--- src/rtl/alu_arbiter.sv ---
// alu_arbiter: round-robin front end for the shared 3-bit Alu.
// Two requesters compete for the Alu; the winner's operands are latched,
// held on the Alu inputs for HOLD_CYCLES cycles, and the captured result
// and flags are returned to the winner over a valid/ready response channel.
module alu_arbiter #(
  parameter int unsigned HOLD_CYCLES = 1,
  parameter logic        RR_INIT     = 1'b0
) (
  input  logic       clk,
  input  logic       rst_n,
  input  logic       req0_valid,
  output logic       req0_ready,
  input  logic [2:0] req0_a,
  input  logic [2:0] req0_b,
  input  logic [1:0] req0_op,
  input  logic       req1_valid,
  output logic       req1_ready,
  input  logic [2:0] req1_a,
  input  logic [2:0] req1_b,
  input  logic [1:0] req1_op,
  output logic       rsp0_valid,
  input  logic       rsp0_ready,
  output logic [4:0] rsp0_result,
  output logic [2:0] rsp0_flags,
  output logic       rsp1_valid,
  input  logic       rsp1_ready,
  output logic [4:0] rsp1_result,
  output logic [2:0] rsp1_flags,
  output logic [2:0] alu_a,
  output logic [2:0] alu_b,
  output logic [1:0] alu_s,
  input  logic [4:0] alu_r,
  input  logic       alu_sf,
  input  logic       alu_zf,
  input  logic       alu_dzf,
  output logic       busy
);

  // Out-of-range hold values are clamped into the 4-bit counter's range.
  localparam int unsigned HOLD_EFF =
    (HOLD_CYCLES < 32'd1)  ? 32'd1  :
    (HOLD_CYCLES > 32'd15) ? 32'd15 : HOLD_CYCLES;
  localparam logic [3:0] HOLD_LOAD = 4'(HOLD_EFF - 32'd1);

  typedef enum logic [1:0] {
    IDLE  = 2'd0,
    ISSUE = 2'd1,
    RESP  = 2'd2
  } state_e;

  state_e          state_q, state_d;
  logic            ptr_q, ptr_d;
  logic            owner_q, owner_d;
  logic [2:0]      a_q, a_d;
  logic [2:0]      b_q, b_d;
  logic [1:0]      op_q, op_d;
  logic [3:0]      cnt_q, cnt_d;
  logic [1:0]      rsp_valid_q, rsp_valid_d;
  logic [1:0][4:0] rsp_result_q, rsp_result_d;
  logic [1:0][2:0] rsp_flags_q, rsp_flags_d;
  logic            busy_q, busy_d;

  logic            grant_valid_s;
  logic            grant_id_s;
  logic            idle_s;
  logic            accept_s;
  logic            owner_rsp_ready_s;

  // Grant selection: a lone requester wins, contention goes to the pointer.
  always_comb begin
    grant_valid_s = req0_valid | req1_valid;
    if (req0_valid && req1_valid) begin
      grant_id_s = ptr_q;
    end else if (req1_valid) begin
      grant_id_s = 1'b1;
    end else begin
      grant_id_s = 1'b0;
    end
    idle_s            = (state_q == IDLE) && rst_n;
    accept_s          = idle_s && grant_valid_s;
    owner_rsp_ready_s = owner_q ? rsp1_ready : rsp0_ready;
  end

  assign req0_ready = accept_s && (grant_id_s == 1'b0);
  assign req1_ready = accept_s && (grant_id_s == 1'b1);

  // Next-state logic: accept in IDLE, count down in ISSUE, handshake in RESP.
  always_comb begin
    state_d      = state_q;
    ptr_d        = ptr_q;
    owner_d      = owner_q;
    a_d          = a_q;
    b_d          = b_q;
    op_d         = op_q;
    cnt_d        = cnt_q;
    rsp_valid_d  = rsp_valid_q;
    rsp_result_d = rsp_result_q;
    rsp_flags_d  = rsp_flags_q;
    case (state_q)
      IDLE: begin
        if (accept_s) begin
          owner_d = grant_id_s;
          ptr_d   = ~grant_id_s;
          a_d     = grant_id_s ? req1_a  : req0_a;
          b_d     = grant_id_s ? req1_b  : req0_b;
          op_d    = grant_id_s ? req1_op : req0_op;
          cnt_d   = HOLD_LOAD;
          state_d = ISSUE;
        end else begin
          state_d = IDLE;
        end
      end
      ISSUE: begin
        if (cnt_q != 4'd0) begin
          cnt_d = cnt_q - 4'd1;
        end else begin
          rsp_valid_d[owner_q]  = 1'b1;
          rsp_result_d[owner_q] = alu_r;
          rsp_flags_d[owner_q]  = {alu_dzf, alu_zf, alu_sf};
          state_d               = RESP;
        end
      end
      RESP: begin
        // Response data is cleared with valid so idle channels read as zero.
        if (owner_rsp_ready_s) begin
          rsp_valid_d  = 2'b00;
          rsp_result_d = '0;
          rsp_flags_d  = '0;
          state_d      = IDLE;
        end else begin
          state_d = RESP;
        end
      end
      default: begin
        rsp_valid_d  = 2'b00;
        rsp_result_d = '0;
        rsp_flags_d  = '0;
        state_d      = IDLE;
      end
    endcase
    busy_d = (state_d != IDLE);
  end

  // State and datapath registers; reset drops any transaction in flight.
  always_ff @(posedge clk) begin
    if (!rst_n) begin
      state_q      <= IDLE;
      ptr_q        <= RR_INIT;
      owner_q      <= 1'b0;
      a_q          <= 3'd0;
      b_q          <= 3'd0;
      op_q         <= 2'd0;
      cnt_q        <= 4'd0;
      rsp_valid_q  <= 2'b00;
      rsp_result_q <= '0;
      rsp_flags_q  <= '0;
      busy_q       <= 1'b0;
    end else begin
      state_q      <= state_d;
      ptr_q        <= ptr_d;
      owner_q      <= owner_d;
      a_q          <= a_d;
      b_q          <= b_d;
      op_q         <= op_d;
      cnt_q        <= cnt_d;
      rsp_valid_q  <= rsp_valid_d;
      rsp_result_q <= rsp_result_d;
      rsp_flags_q  <= rsp_flags_d;
      busy_q       <= busy_d;
    end
  end

  // Alu inputs come only from the latched command, never the live inputs.
  assign alu_a       = a_q;
  assign alu_b       = b_q;
  assign alu_s       = op_q;
  assign rsp0_valid  = rsp_valid_q[0];
  assign rsp1_valid  = rsp_valid_q[1];
  assign rsp0_result = rsp_result_q[0];
  assign rsp1_result = rsp_result_q[1];
  assign rsp0_flags  = rsp_flags_q[0];
  assign rsp1_flags  = rsp_flags_q[1];
  assign busy        = busy_q;

endmodule
--- config.mk ---
export PLATFORM = sky130hd
export DESIGN_NAME = alu_arbiter
export DESIGN_NICKNAME = d
export VERILOG_FILES = /design/src/rtl/alu_arbiter.sv
export SDC_FILE = /design/constraint.sdc
export NUM_CORES = 1
export LEC_CHECK = 0
export CORE_MARGIN = 3
export CORE_UTILIZATION = 37
export DETAILED_ROUTE_END_ITERATION = 7
export GPL_ROUTABILITY_DRIVEN = 0
export GPL_TIMING_DRIVEN = 0
export PLACE_DENSITY = 0.74
export SYNTH_ARGS = -nofsm -noshare
export SYNTH_HDL_FRONTEND = slang
export SYNTH_SLANG_ARGS = --single-unit
--- constraint.sdc ---
create_clock -name clk -period 1.7 [get_ports clk]
set_clock_uncertainty 0.05 [all_clocks]
set_input_delay 0.17 -clock clk [delete_from_list [all_inputs] [get_ports clk]]
set_output_delay 0.17 -clock clk [all_outputs]
set_load 0.01 [all_outputs]
* Word level (Yosys, flattened, before mapping) *
Index checks and enable logic that the tools add are counted.

operators by class
  $add $sub $neg = 1
  order comparisons = 2
  equal/unequal tests = 6
  multiplexer cells = 30
  bitwise logic cells = 4
  reduce and logical (&&, ||, !) cells = 13

operators by type and width
  kind                                                 count
  one-hot mux 10 bit (3 select lines)                  1
  2-to-1 mux 10 bit                                    2
  one-hot mux 6 bit (3 select lines)                   1
  2-to-1 mux 6 bit                                     2
  one-hot mux 2 bit (3 select lines)                   2
  bitwise mux 10 bit                                   1
  2-to-1 mux 2 bit                                     5
  2-to-1 mux 3 bit                                     3
  2-to-1 mux 4 bit                                     2
  != test 2 bit, second input constant                 4
  one-hot mux 4 bit (2 select lines)                   1
  bitwise mux 6 bit                                    1
  logical AND 1 bit                                    6
  AND reduction 3 bit                                  2
  demux 5 bit (select 1 bit)                           1
  2-to-1 mux 1 bit                                     5
  2-to-1 mux 5 bit                                     1
  nonzero test 2 bit                                   2
  nonzero test 4 bit                                   1
  subtractor 4 x 1 -> 4 bit, second input constant     1
  demux 3 bit (select 1 bit)                           1
  equality test 2 x 1 -> 1 bit, second input constant  1
  equality test 2 bit, second input constant           1
  logical NOT 2 bit                                    1
  7 further kinds                                      8

word-level totals
  register bits after elaboration = 35
  input port bits = 30
  output and inout bits = 29
  word-level logic and storage cells = 69

* Longest topological paths before layout *
Gate-level depths: netlist (run 1).

  depth after elaboration = 7
  mapped depth = 6

* Worst setup path after synthesis (run 1) *
No wires, ideal clock.

  path kind = reg2reg
  start point = register cnt_q[0]
  end point = register rsp_flags_q, in the netlist rsp0_flags[0]
  arrival time = 1500 ps
  slack = 33 ps
  stages on the path, launching flop included = 7
  clock period less this slack = 1667 ps
  path through = dfxtp_1 inv_1 ha_1 or3b_4 nand2_1 a31oi_2 a32o_1

on the way
  word-level cells in the longest chain between the ends = 3

ends and longest elaborated chain
  item                           RTL line  RTL
  start, declared                57        logic [3:0] cnt_q, cnt_d;
  start signal, assigned         165       cnt_q <= cnt_d;
  nonzero test 4 bit             114       if (cnt_q != 4'd0) begin
  != test 2 bit (no line)        --
  AND reduction 3 bit (no line)  --
  end signal, assigned           168       rsp_flags_q <= rsp_flags_d;
  end, declared                  60        logic [1:0][2:0] rsp_flags_q, rsp_flags_d;

No other way between the ends.
A chain may end at the register's enable or synchronous reset.

* Final worst setup path (run 1) *
  start point = register cnt_q[1]
  end point = register rsp_result_q, in the netlist rsp1_result[4]

on the way
  word-level cells in the longest chain between the ends = 3

ends and longest elaborated chain
  item                           RTL line  RTL
  nonzero test 4 bit             114
  != test 2 bit (no line)        --
  AND reduction 3 bit (no line)  --
  end signal, assigned           167       rsp_result_q <= rsp_result_d;
  end, declared                  59        logic [1:0][4:0] rsp_result_q, rsp_result_d;

No other way between the ends.

==> impl_results.md, run 1 <==
- Tmin final: around 1.6 ns
- Die area: 4450 um2
- IO Pins: around 60
- PnR worst setup slack: around 0.051 ns
- Max IR drop VDD: about 630 uV
- Root Driver: clkbuf_8
- Largest delay share family, worst path: simple AND/OR/NAND/NOR gates
- Main combinational cell family by area after synthesis: compound AO/OA/AOI/OAI gates
- Layout area overhead: 64.3%
- Site row count: 21
- Part of the cycle the worst path needs: between 90% and 100%
- Crit-path max cell delay: 0.41 ns
- Max stage delay cell, worst path: or3b_4
- Max cap viols: 0
- HPWL after DPL: around 3 mm
- Initial drt markers: 124
- Crit-path cells: inv_2 > ha_4 > or3b_4 > nand2_4 > a31oi_4 > a32o_1
- RSZ-0062 raised after global routing: yes
- CTS tree: done
- Nets@finish: 235
- Post-DP Area: between 2000 and 2500 um2
- CP required: 1.83 ns
- H-tree Lvls: 2
- Die W: 66.7 um
- Design Power: 1.87 mW
- Crit Path Category: register to register
- Layout Utilization: 65.2%
- WP buf/inv: 1
- Post-Syn Area: 1370 um2
- Overflow left after global routing: 0
- Routed via count: 1364
- Port Buf Inserts: 58
- Global-route wire length before repair: between 6 and 7 mm
- Crit. End Element: register
- Residual DRC: 0
- GR Util All Layers: between 10% and 20%
- Clock Path Buffers: 2
- CORE AREA: between 3000 and 4000 um2
- Adder-cell share of the synthesized area: under 10%
- Worst hold path type: primary input to register
- Post-synthesis mux area share: 0.733%
- Net count after synthesis: between 150 and 200
- Clock slew at reported path FFs: 0.07 ns
- Hold Vio Cnt, Final: 0
- ANT cells: 0
- Initial Utilization: 39.7%
- Synth Area in Compound Gates: 28.0%
- Vias in the first global route: 1333
- WL met1: approximately 1.7 mm
- Initial antenna violation count: 0
- Top Layer Used: met4
- Storage cell area: between 700 and 800 um2
- Worst reg-to-reg setup slack: 0.05 ns
- Hold buffer count at CTS: 0
- Avg Cell Area, Syn: between 10 and 15 um2
- Max-slew violation count: 0
- Worst-margin pin slew: 0.480 ns
- Yosys warnings: 0
- Max_slew headroom: about 68%
- Yosys top cell area share: 51.3%
- Sequential fraction of the synthesis area: 51.3%
- Placed Cells: 236
- Setup TNS: 0 ns
- CTS Sinks: 35
- Synth Area in Simple Gates: 14.0%
- Die Y: 66.7 um
- Cells on worst reg2reg path: 6
- Final cell count without fillers: ~250
- Critical path fanouts, max: 8
- ANT nets after route: 0
- DR WL met2: between 2 and 2.5 mm
- Latest clock arrival within the worst-skew pair: approximately 0.28 ns
- Final Setup Violations: 0
- #FFs+latches synth: 35
- CTS Buf Count: 5
- Synth cell types: 30
- Pin count of the biggest net entering global routing: 11
- Layout cell share with drive strength beyond 1: a little under a fifth
- Via/cell ratio: roughly 5.5
- Final wirelength: 3.95 mm
- LEAKAGE: 0.877 nW
- Drt first pass iters: 5
- Dpl ws: -0.595 ns
- Mapped Cells: 132
- Hold path cells: 3
- Multi-input gate area: 703 um2
- Startpoint Class: register
- Worst EP arrival: 1.78 ns
- Crit path depth: 6
- Top cells by area, synth: dfxtp_1, a32o_1, a222oi_1, nor2_1, nand2_1
- Min Hold Slack: 0.389 ns
- Achievable Freq: 606 MHz
- XOR/XNOR Fraction of Synth Area: 0.642%
- P per Cell Area: 835 nW/um2
- Area leader, netlist: dfxtp_1
- Filler cell count in the final layout: 271
- Status: complete, no violations
- Fin area: 2240 um2
- DR WL met3: about 140 um
- Wire per inst: 15.9 um
[logic make-up (layout without fill, tap and decap cells)]
kind of cell	Yosys count	count (layout)
compound gates	43	43
xor+xnor	1	1
fa+ha+maj	2	2
buf+inv	12	83
flops	35	35
mux	1	1
simple gates	38	38
[final timing paths]
path                              startpoint                     endpoint
setup reg to reg       cnt_q[1]$_SDFFE_PN0P_  rsp1_result[4]$_SDFFE_PN0P_
hold / removal                         rst_n              busy$_SDFF_PN0_
hold reg to reg   rsp0_flags[1]$_SDFFE_PN0P_   rsp0_flags[1]$_SDFFE_PN0P_
setup / recovery       cnt_q[1]$_SDFFE_PN0P_  rsp1_result[4]$_SDFFE_PN0P_
[timing repair]
item,CTS,global route
pin swaps,1,8
setup endpoints to repair,21,22
buffers inserted,1,5
resized for setup,19,18
[sequential cells by signal (all words and copies together) (netlist names)]
| signal | cells |
|---|---|
| rsp0_flags | 3 |
| ptr_q | 1 |
| alu_s | 2 |
| rsp1_result | 5 |
| state_q | 2 |
| rsp_valid_q | 2 |
| alu_b | 3 |
| rsp1_flags | 3 |
| cnt_q | 4 |
| alu_a | 3 |
| owner_q | 1 |
| busy | 1 |
| rsp0_result | 5 |
[cell type report]
| cell class | instances | area share, % |
|---|---|---|
| Sequential cell | 35 | 31.6 |
| Timing Repair Buffer | 64 | 27.8 |
| Clock buffer | 6 | 3.68 |
| Tap cell | 46 | 2.57 |
| Multi-Input combinational cell | 85 | 31.3 |
| Inverter | 6 | 1.00 |
| Clock inverter | 1 | 0.223 |
| Buffer | 6 | 1.73 |
[cells in the final DEF (no fill, tap or decap), types with 3 or more instances in the layout]
cell type | Yosys | routed
a21o_1 | 4 | 4
a21oi_1 | 5 | 5
a222oi_1 | 8 | 8
a32o_1 | 17 | 17
and2b_1 | 3 | 3
buf_4 | 0 | 6
clkbuf_1 | 4 | 3
clkbuf_8 | 0 | 6
clkdlybuf4s50_1 | 0 | 55
dfxtp_1 | 35 | 30
dfxtp_2 | 0 | 4
inv_1 | 6 | 4
nand2_1 | 9 | 8
nor2_1 | 15 | 13
[power by group]
group / internal [mW] / switching, mW / total (mW)
Clock: 0.317 / 0.274 / 0.592
Combinational: 0.213 / 0.171 / 0.384
Sequential: 0.864 / 0.0330 / 0.897
Total: 1.39 / 0.478 / 1.87
[routing by layer]
layer	global-route usage (%)	up-vias
met5	0	-
met4	4.82	0
met3	6.07	4
met2	31.2	28
met1	22.1	677
li1	-	655
[cells in the mapped netlist]
library cell and count:
o21ai_0 2, a31oi_2 2, a31oi_1 1, o21a_1 1, xnor2_1 1, nand2_1 9
a211o_1 1, nand4b_1 1, a21o_1 4, buf_2 2, nand4_1 1, a21oi_1 5
inv_1 6, a222oi_1 8, nor2_1 15, nor3_1 1, nor3b_1 1, ha_1 2
or3b_4 1, nand2b_1 1, clkbuf_1 4, dfxtp_1 35, nor4b_1 1, a221oi_1 1
and2b_1 3, or2_1 1, a32o_1 17, mux2i_1 1, a22o_2 1, and3_1 3
[worst reg2reg max path, stage by stage (launching register included)]
cell	delay [ns]
dfxtp_2	0.33
inv_2	0.07
ha_4	0.13
or3b_4	0.41
nand2_4	0.14
a31oi_4	0.16
a32o_1	0.25
Note: power is estimated with default switching activity, not from simulation.
==> run 2, diff against run 1 <==
--- a/config.mk
+++ b/config.mk
@@ -11,6 +11,7 @@
 export GPL_ROUTABILITY_DRIVEN = 0
 export GPL_TIMING_DRIVEN = 0
 export PLACE_DENSITY = 0.74
+export SLEW_MARGIN = 40
 export SYNTH_ARGS = -nofsm -noshare
 export SYNTH_HDL_FRONTEND = slang
 export SYNTH_SLANG_ARGS = --single-unit
==> results of run 2 <==
Same layout as run 1: the final DEF is identical, and so are final timing and power.
